==> config.mk <==
export PLATFORM = sky130hd
export DESIGN_NAME = jtflane_pcm_cache_flat
export DESIGN_NICKNAME = d
export VERILOG_FILES = /design/src/rtl/jtflane_pcm_pkg.sv /design/src/rtl/jtflane_pcm_cache_if.sv /design/src/rtl/jtflane_pcm_line.sv /design/src/rtl/jtflane_pcm_cache.sv /design/src/flat_wrapper.sv
export SDC_FILE = /design/constraint.sdc
export NUM_CORES = 1
export LEC_CHECK = 0
export BUFFER_PORTS_ARGS = -buffer_cell sky130_fd_sc_hd__clkbuf_2
export CORE_ASPECT_RATIO = 0.8
export CORE_MARGIN = 5
export CORE_UTILIZATION = 55
export DETAILED_ROUTE_END_ITERATION = 10
export PLACE_DENSITY = 0.83
export SYNTH_ARGS = -nofsm -noshare
export SYNTH_HDL_FRONTEND = slang
export SYNTH_SLANG_ARGS = --single-unit
==> constraint.sdc <==
create_clock -name clk -period 11.3 [get_ports clk]
set_input_delay 2.26 -clock clk [delete_from_list [all_inputs] [get_ports clk]]
set_output_delay 2.26 -clock clk [all_outputs]
set_load 0.05 [all_outputs]
==> src/rtl/jtflane_pcm_pkg.sv <==
// Shared types for the two-channel PCM cache: arbiter states, fill owner and fill kind.
package jtflane_pcm_pkg;

  typedef enum logic [1:0] {
    ST_IDLE = 2'd0,
    ST_REQ  = 2'd1,
    ST_GAP  = 2'd2
  } arb_state_e;

  typedef enum logic {
    CH_A = 1'b0,
    CH_B = 1'b1
  } owner_e;

  typedef enum logic {
    KIND_DEMAND   = 1'b0,
    KIND_PREFETCH = 1'b1
  } kind_e;

endpackage

==> src/rtl/jtflane_pcm_cache_if.sv <==
// Bundle of the two PCM byte channels and the 16-bit ROM slot seen by the cache.
interface jtflane_pcm_cache_if #(
  parameter int AW = 17
);
  logic [AW-1:0] cha_addr;
  logic          cha_cs;
  logic [7:0]    cha_dout;
  logic          cha_ok;
  logic [AW-1:0] chb_addr;
  logic          chb_cs;
  logic [7:0]    chb_dout;
  logic          chb_ok;
  logic [AW-2:0] slot_addr;
  logic          slot_cs;
  logic          slot_ok;
  logic [15:0]   slot_data;

  // The cache is the master of the ROM slot and serves the two PCM channels.
  modport master (
    input  cha_addr, cha_cs, chb_addr, chb_cs, slot_ok, slot_data,
    output cha_dout, cha_ok, chb_dout, chb_ok, slot_addr, slot_cs
  );

  modport slave (
    output cha_addr, cha_cs, chb_addr, chb_cs, slot_ok, slot_data,
    input  cha_dout, cha_ok, chb_dout, chb_ok, slot_addr, slot_cs
  );
endinterface

==> src/rtl/jtflane_pcm_line.sv <==
// One channel of the PCM cache: current + prefetched word, hit/promote logic,
// registered byte output and the demand/prefetch request toward the arbiter.
module jtflane_pcm_line #(
  parameter int AW = 17
) (
  input  logic          clk,
  input  logic          rst_n,
  input  logic [AW-1:0] addr,
  input  logic          cs,
  output logic [7:0]    dout,
  output logic          ok,
  output logic          req_demand,
  output logic          req_pref,
  output logic [AW-2:0] req_addr,
  input  logic          fill_we,
  input  logic          fill_nxt,
  input  logic [AW-2:0] fill_tag,
  input  logic [15:0]   fill_data
);
  localparam int TW = AW - 1;

  logic [TW-1:0] word, pref_tag;
  logic [TW-1:0] cur_tag_q, cur_tag_d, nxt_tag_q, nxt_tag_d;
  logic [15:0]   cur_data_q, cur_data_d, nxt_data_q, nxt_data_d, hit_data;
  logic          cur_vld_q, cur_vld_d, nxt_vld_q, nxt_vld_d;
  logic          hit_cur, hit_nxt, promote;
  logic          ok_q, ok_d;
  logic [7:0]    dout_q, dout_d;
  logic [AW-1:0] addr_q, addr_d;

  always_comb begin
    word       = addr[AW-1:1];
    pref_tag   = cur_tag_q + TW'(1);
    hit_cur    = cur_vld_q && (cur_tag_q == word);
    hit_nxt    = !hit_cur && nxt_vld_q && (nxt_tag_q == word);
    promote    = cs && hit_nxt;
    req_demand = cs && !(hit_cur || hit_nxt);
    req_pref   = cur_vld_q && !(nxt_vld_q && (nxt_tag_q == pref_tag));
    req_addr   = req_demand ? word : pref_tag;

    ok_d     = cs && (hit_cur || hit_nxt);
    addr_d   = addr;
    hit_data = hit_nxt ? nxt_data_q : cur_data_q;
    dout_d   = dout_q;
    if (ok_d) dout_d = addr[0] ? hit_data[15:8] : hit_data[7:0];

    cur_tag_d  = cur_tag_q;
    cur_data_d = cur_data_q;
    cur_vld_d  = cur_vld_q;
    nxt_tag_d  = nxt_tag_q;
    nxt_data_d = nxt_data_q;
    nxt_vld_d  = nxt_vld_q;

    if (promote) begin
      cur_tag_d  = nxt_tag_q;
      cur_data_d = nxt_data_q;
      cur_vld_d  = 1'b1;
      nxt_vld_d  = 1'b0;
    end

    // A promote owns both lines this edge: a colliding prefetch fill only
    // survives if it carries the very word being promoted.
    if (fill_we) begin
      if (!promote) begin
        if (fill_nxt) begin
          nxt_tag_d  = fill_tag;
          nxt_data_d = fill_data;
          nxt_vld_d  = 1'b1;
        end else begin
          cur_tag_d  = fill_tag;
          cur_data_d = fill_data;
          cur_vld_d  = 1'b1;
        end
      end else if (fill_nxt && (fill_tag == nxt_tag_q)) begin
        cur_tag_d  = fill_tag;
        cur_data_d = fill_data;
      end
    end
  end

  always_ff @(posedge clk or negedge rst_n) begin
    if (!rst_n) begin
      cur_vld_q <= 1'b0;
      nxt_vld_q <= 1'b0;
      ok_q      <= 1'b0;
      dout_q    <= 8'd0;
      addr_q    <= '0;
    end else begin
      cur_vld_q <= cur_vld_d;
      nxt_vld_q <= nxt_vld_d;
      ok_q      <= ok_d;
      dout_q    <= dout_d;
      addr_q    <= addr_d;
    end
  end

  always_ff @(posedge clk) begin
    cur_tag_q  <= cur_tag_d;
    cur_data_q <= cur_data_d;
    nxt_tag_q  <= nxt_tag_d;
    nxt_data_q <= nxt_data_d;
  end

  // ok is qualified by the live address so a moved address never sees old data.
  assign ok   = ok_q && cs && (addr == addr_q);
  assign dout = dout_q;

endmodule

==> src/rtl/jtflane_pcm_cache.sv <==
// Two-channel PCM byte cache sharing one 16-bit ROM slot; this level only
// arbitrates between the channel requests and drives the slot handshake.
module jtflane_pcm_cache
  import jtflane_pcm_pkg::*;
#(
  parameter int AW = 17
) (
  input  logic                clk,
  input  logic                rst_n,
  jtflane_pcm_cache_if.master bus
);
  logic          a_dem, a_pref, b_dem, b_pref;
  logic [AW-2:0] a_raddr, b_raddr;
  logic          fill_we_a, fill_we_b, fill_nxt;

  arb_state_e    state_q, state_d;
  owner_e        owner_q, owner_d;
  kind_e         kind_q, kind_d;
  logic [AW-2:0] slot_addr_q, slot_addr_d;

  jtflane_pcm_line #(.AW(AW)) u_cha (
    .clk        (clk),
    .rst_n      (rst_n),
    .addr       (bus.cha_addr),
    .cs         (bus.cha_cs),
    .dout       (bus.cha_dout),
    .ok         (bus.cha_ok),
    .req_demand (a_dem),
    .req_pref   (a_pref),
    .req_addr   (a_raddr),
    .fill_we    (fill_we_a),
    .fill_nxt   (fill_nxt),
    .fill_tag   (slot_addr_q),
    .fill_data  (bus.slot_data)
  );

  jtflane_pcm_line #(.AW(AW)) u_chb (
    .clk        (clk),
    .rst_n      (rst_n),
    .addr       (bus.chb_addr),
    .cs         (bus.chb_cs),
    .dout       (bus.chb_dout),
    .ok         (bus.chb_ok),
    .req_demand (b_dem),
    .req_pref   (b_pref),
    .req_addr   (b_raddr),
    .fill_we    (fill_we_b),
    .fill_nxt   (fill_nxt),
    .fill_tag   (slot_addr_q),
    .fill_data  (bus.slot_data)
  );

  always_comb begin
    state_d     = state_q;
    owner_d     = owner_q;
    kind_d      = kind_q;
    slot_addr_d = slot_addr_q;
    fill_we_a   = 1'b0;
    fill_we_b   = 1'b0;
    case (state_q)
      ST_IDLE: begin
        state_d = ST_REQ;
        if (a_dem) begin
          owner_d = CH_A; kind_d = KIND_DEMAND;   slot_addr_d = a_raddr;
        end else if (b_dem) begin
          owner_d = CH_B; kind_d = KIND_DEMAND;   slot_addr_d = b_raddr;
        end else if (a_pref) begin
          owner_d = CH_A; kind_d = KIND_PREFETCH; slot_addr_d = a_raddr;
        end else if (b_pref) begin
          owner_d = CH_B; kind_d = KIND_PREFETCH; slot_addr_d = b_raddr;
        end else begin
          state_d = ST_IDLE;
        end
      end
      // The fill is written as issued even if the owner has moved on meanwhile.
      ST_REQ: begin
        if (bus.slot_ok) begin
          fill_we_a = (owner_q == CH_A);
          fill_we_b = (owner_q == CH_B);
          state_d   = ST_GAP;
        end
      end
      ST_GAP:  state_d = ST_IDLE;
      default: state_d = ST_IDLE;
    endcase
  end

  always_ff @(posedge clk or negedge rst_n) begin
    if (!rst_n) begin
      state_q     <= ST_IDLE;
      owner_q     <= CH_A;
      kind_q      <= KIND_DEMAND;
      slot_addr_q <= '0;
    end else begin
      state_q     <= state_d;
      owner_q     <= owner_d;
      kind_q      <= kind_d;
      slot_addr_q <= slot_addr_d;
    end
  end

  assign fill_nxt      = (kind_q == KIND_PREFETCH);
  assign bus.slot_cs   = (state_q == ST_REQ);
  assign bus.slot_addr = slot_addr_q;

endmodule
==> src/flat_wrapper.sv <==
// flat-port wrapper written by rule: the top's interface ports become plain ports
module jtflane_pcm_cache_flat import jtflane_pcm_pkg::*;
#(
  parameter int AW = 17
)
  (clk, rst_n, bus_cha_addr, bus_cha_cs, bus_chb_addr, bus_chb_cs, bus_slot_ok, bus_slot_data, bus_cha_dout, bus_cha_ok, bus_chb_dout, bus_chb_ok, bus_slot_addr, bus_slot_cs);
  jtflane_pcm_cache_if #(.AW(AW)) bus_i ();
  input  logic clk;
  input  logic rst_n;
  input wire logic [$bits(bus_i.cha_addr)-1:0] bus_cha_addr;
  input wire logic [$bits(bus_i.cha_cs)-1:0] bus_cha_cs;
  input wire logic [$bits(bus_i.chb_addr)-1:0] bus_chb_addr;
  input wire logic [$bits(bus_i.chb_cs)-1:0] bus_chb_cs;
  input wire logic [$bits(bus_i.slot_ok)-1:0] bus_slot_ok;
  input wire logic [$bits(bus_i.slot_data)-1:0] bus_slot_data;
  output wire logic [$bits(bus_i.cha_dout)-1:0] bus_cha_dout;
  output wire logic [$bits(bus_i.cha_ok)-1:0] bus_cha_ok;
  output wire logic [$bits(bus_i.chb_dout)-1:0] bus_chb_dout;
  output wire logic [$bits(bus_i.chb_ok)-1:0] bus_chb_ok;
  output wire logic [$bits(bus_i.slot_addr)-1:0] bus_slot_addr;
  output wire logic [$bits(bus_i.slot_cs)-1:0] bus_slot_cs;
  assign bus_i.cha_addr = bus_cha_addr;
  assign bus_i.cha_cs = bus_cha_cs;
  assign bus_i.chb_addr = bus_chb_addr;
  assign bus_i.chb_cs = bus_chb_cs;
  assign bus_i.slot_ok = bus_slot_ok;
  assign bus_i.slot_data = bus_slot_data;
  assign bus_cha_dout = bus_i.cha_dout;
  assign bus_cha_ok = bus_i.cha_ok;
  assign bus_chb_dout = bus_i.chb_dout;
  assign bus_chb_ok = bus_i.chb_ok;
  assign bus_slot_addr = bus_i.slot_addr;
  assign bus_slot_cs = bus_i.slot_cs;
  jtflane_pcm_cache #(.AW(AW)) u_core (.clk(clk), .rst_n(rst_n), .bus(bus_i));
endmodule
==> results.md <==
- Largest area contributor in the netlist: edfxtp_1
- Routability cong.: 0.956
- Filler cells: 1543
- Biggest regs: u_core.u_cha.addr_q x17, u_core.u_chb.addr_q x17
- Max-slew violations: 0
- Syn Inst Count: 1022
- Top cells by area, synth: edfxtp_1, dfrtp_1, dfxtp_1
- Die width: 166 um
- Vias per inst: 6.25
- First DRT Iteration DRCs: 1134
- WP data arrival: 3540 ps
- #FFs+latches synth: 204
- Buffers and inverters on the worst path: 2
- Yosys cell types: 72
- FMAX: 172 MHz
- Core Rows: 45
- DP Wirelength: 21200 um
- Clk sinks: 204
- Cells along the critical path: clkbuf_2, xor2_1, nor4_1, nand4_1, nor4_1, clkbuf_2
- Sequential share of the synthesized area: 47.7%
- Vias: 8398
- EDFF count, synth: 64
- WL/cell: 22.3 um
- Hold Vio Cnt, Final: 0
- CP endpoint kind: output port
- H-tree depth: 1
- Vias in the first global route: 8193
- Initial antenna violation count: 0
- Initial Utilization: 56.1%
- Post-CTS Hold Fix Bufs: 0
- CTS max path bufs: 3
- Crit-path leading delay family: simple AND/OR/NAND/NOR gates
- Global Route Usage Sum: 26.4%
- RSZ-0062 raised after global routing: false
- # DRC: 0
- Critical path class: input pin to output port
- Slowest stage delay, CP: 330 ps
- PwrDens: 243 mW/mm^2
- Share of cells above drive strength 1: 16.1%
- CTS buffer count: 21
- IO buf count: 89
- Mapped Avg Cell Area: 10.5 sq um
- Final Cycle Share: 51.4%
- Max FO, Critical Path: 5
- Final cell count without fillers: 1344
- Syn. warnings: 0
- Setup TNS Final: 0 ps
- Post_cts resized: 0
- Final ANT Viol Nets: 0
- Syn Nets: 1079
- Max-cap violations: 0
- CTS clk-pin slew, worst paths: 60 ps
- Iteration count of the initial detailed-routing pass: 5
- Fin crit period: 5800 ps
- Startpoint Class: input pin
- Die ar.: 0.0224 sq mm
- CP max stage cell: clkbuf_2
- Antenna diode count: 0
- CTS tree: built
- Register Area: 0.00510 sq mm
- CP required: 9040 ps
- Area Overhead vs Synth: 11.7%
- Area of the multi-input gates: 0.00526 sq mm
- Worst-Skew Late Latency: 510 ps
- # IOs: 90
- Worst Skew: 14.5 ps
- Slew headroom: 33.4%
- Post-Syn Area: 0.0107 sq mm
- First-pass GRT wire length: 47100 um
- CORE AREA: 0.0191 sq mm
- DP Cell Count: 1306
- Worst-margin pin slew: 998 ps
- Synth Flop Type: dfrtp_1
- Synth top area share: 17.9%
- Pin count of the biggest net entering global routing: 77
- Chip height: 135 um
- Status: finished clean
- Clk root buf: clkbuf_16
- Worst VDD drop: 0.157 mV
- Pleak: 4.94 nW
- Hold Crit Class: register to register
- Post CTS Setup Buffer Count: 0
- Remaining global-route overflow: 0
- Total wire length: 30000 um
- Asr flop ratio synth: 37.3%
- Setup-failing EPs final: 0
- Final net count: 1128
worst reg2reg max path, cell delays in order, from the launching register on:
cell and delay [ps]:
dfxtp_1 510, ha_1 270, nand3_2 230, or3_1 380, a32oi_1 270, o2111ai_1 150
a2111o_1 450, o41ai_4 350, buf_4 270, nand2b_1 480, o22ai_1 280, o31ai_1 250
metrics by stage:
| stage | utilization, % | power, mW | cell area [sq um] | setup slack (ps) | hold WS [ps] |
|---|---|---|---|---|---|
| 2_1_floorplan | - | 1.93 | 10700 | 4670 | 448 |
| 3_3_place_gp | 59.0 | 2.16 | 11300 | 5550 | 450 |
| 5_1_grt | 62.7 | 3.05 | 12000 | 5400 | 482 |
| 6_report | 62.7 | 2.91 | 12000 | 5500 | 464 |
| 4_1_cts | 62.7 | 2.90 | 12000 | 5510 | 473 |
| 3_5_place_dp | 59.0 | 2.19 | 11300 | 5530 | 456 |
synthesized netlist by cell type (11+ instances only):
master and number:
a21o_1 33, a21oi_1 22, a22o_1 30, a22oi_1 25, buf_2 11, clkbuf_1 49
dfrtp_1 76, dfxtp_1 64, edfxtp_1 64, inv_1 12, mux4_2 16, nand2_1 147
nand3_1 21, nand4_1 27, nor2_1 44, nor4_1 22, o21ai_0 11, xnor2_1 111
xor2_1 71
power by group:
part	internal (mW)	switching, mW
registers	0.963	0.330
logic	0.422	0.498
clock network	0.414	0.286
per-layer routing:
metal	global-route usage, %	share of wire (%)	wire length [um]	vias to the layer above
met5	0	0	0	-
met4	6.23	2.1	631	0
met3	5.21	11	3300	55
met2	39.5	43	13000	500
met1	40.0	43	13000	4066
li1	-	-	-	3777
final cells by class:
cell class                      instances  area share [%]
Inverter                               12           0.377
Timing Repair Buffer                   99            4.37
Tap cell                              258            2.70
Clock inverter                          7           0.554
Sequential cell                       204            42.7
Multi-Input combinational cell        733            44.0
Clock buffer                           31            5.31
layout by cell type, fill, tap and decap left out, types with 21 or more instances in the layout:
master,Yosys,routed
a21o_1,33,33
xor2_1,71,71
nand4_1,27,27
xnor2_1,111,111
nor4_1,22,22
dfxtp_1,64,64
a22oi_1,25,25
clkbuf_2,1,88
nor2_1,44,40
nand2_1,147,147
dfrtp_1,76,76
clkbuf_16,0,23
nand3_1,21,21
edfxtp_1,64,64
a22o_1,30,30
kinds of logic (layout without fill, tap and decap cells):
group | Yosys count | in the layout | synth area share, %
DFF | 204 | 204 | 47.7
muxes | 34 | 34 | 5.15
and+or+nand+nor | 329 | 329 | 15.2
AOI/OAI and AO/OA | 185 | 185 | 13.0
adders and majority gates | 2 | 2 | 0.234
buffers and inverters | 85 | 149 | 3.68
xor gates and xnor gates | 183 | 183 | 15.1
worst paths after layout:
check | slack [ps] | depth (start not counted) | to | start
worst max-delay path | 5500 | 6 | bus_chb_ok | bus_chb_addr[10]
worst min-delay path | 460 | 2 | u_core.u_cha.dout[4] | u_core.u_cha.dout[4]
worst max register to register | 7310 | 11 | u_core.bus.slot_addr[7] | u_core.u_cha.cur_tag_q[0]
worst min register to register | 460 | 2 | u_core.u_cha.dout[4] | u_core.u_cha.dout[4]
max in group asynchronous | 8720 | 1 | u_core.u_chb.addr_q[7] | rst_n
min in group asynchronous | 1910 | 1 | u_core.u_cha.addr_q[14] | rst_n
Power figures use the tool's default switching activity.
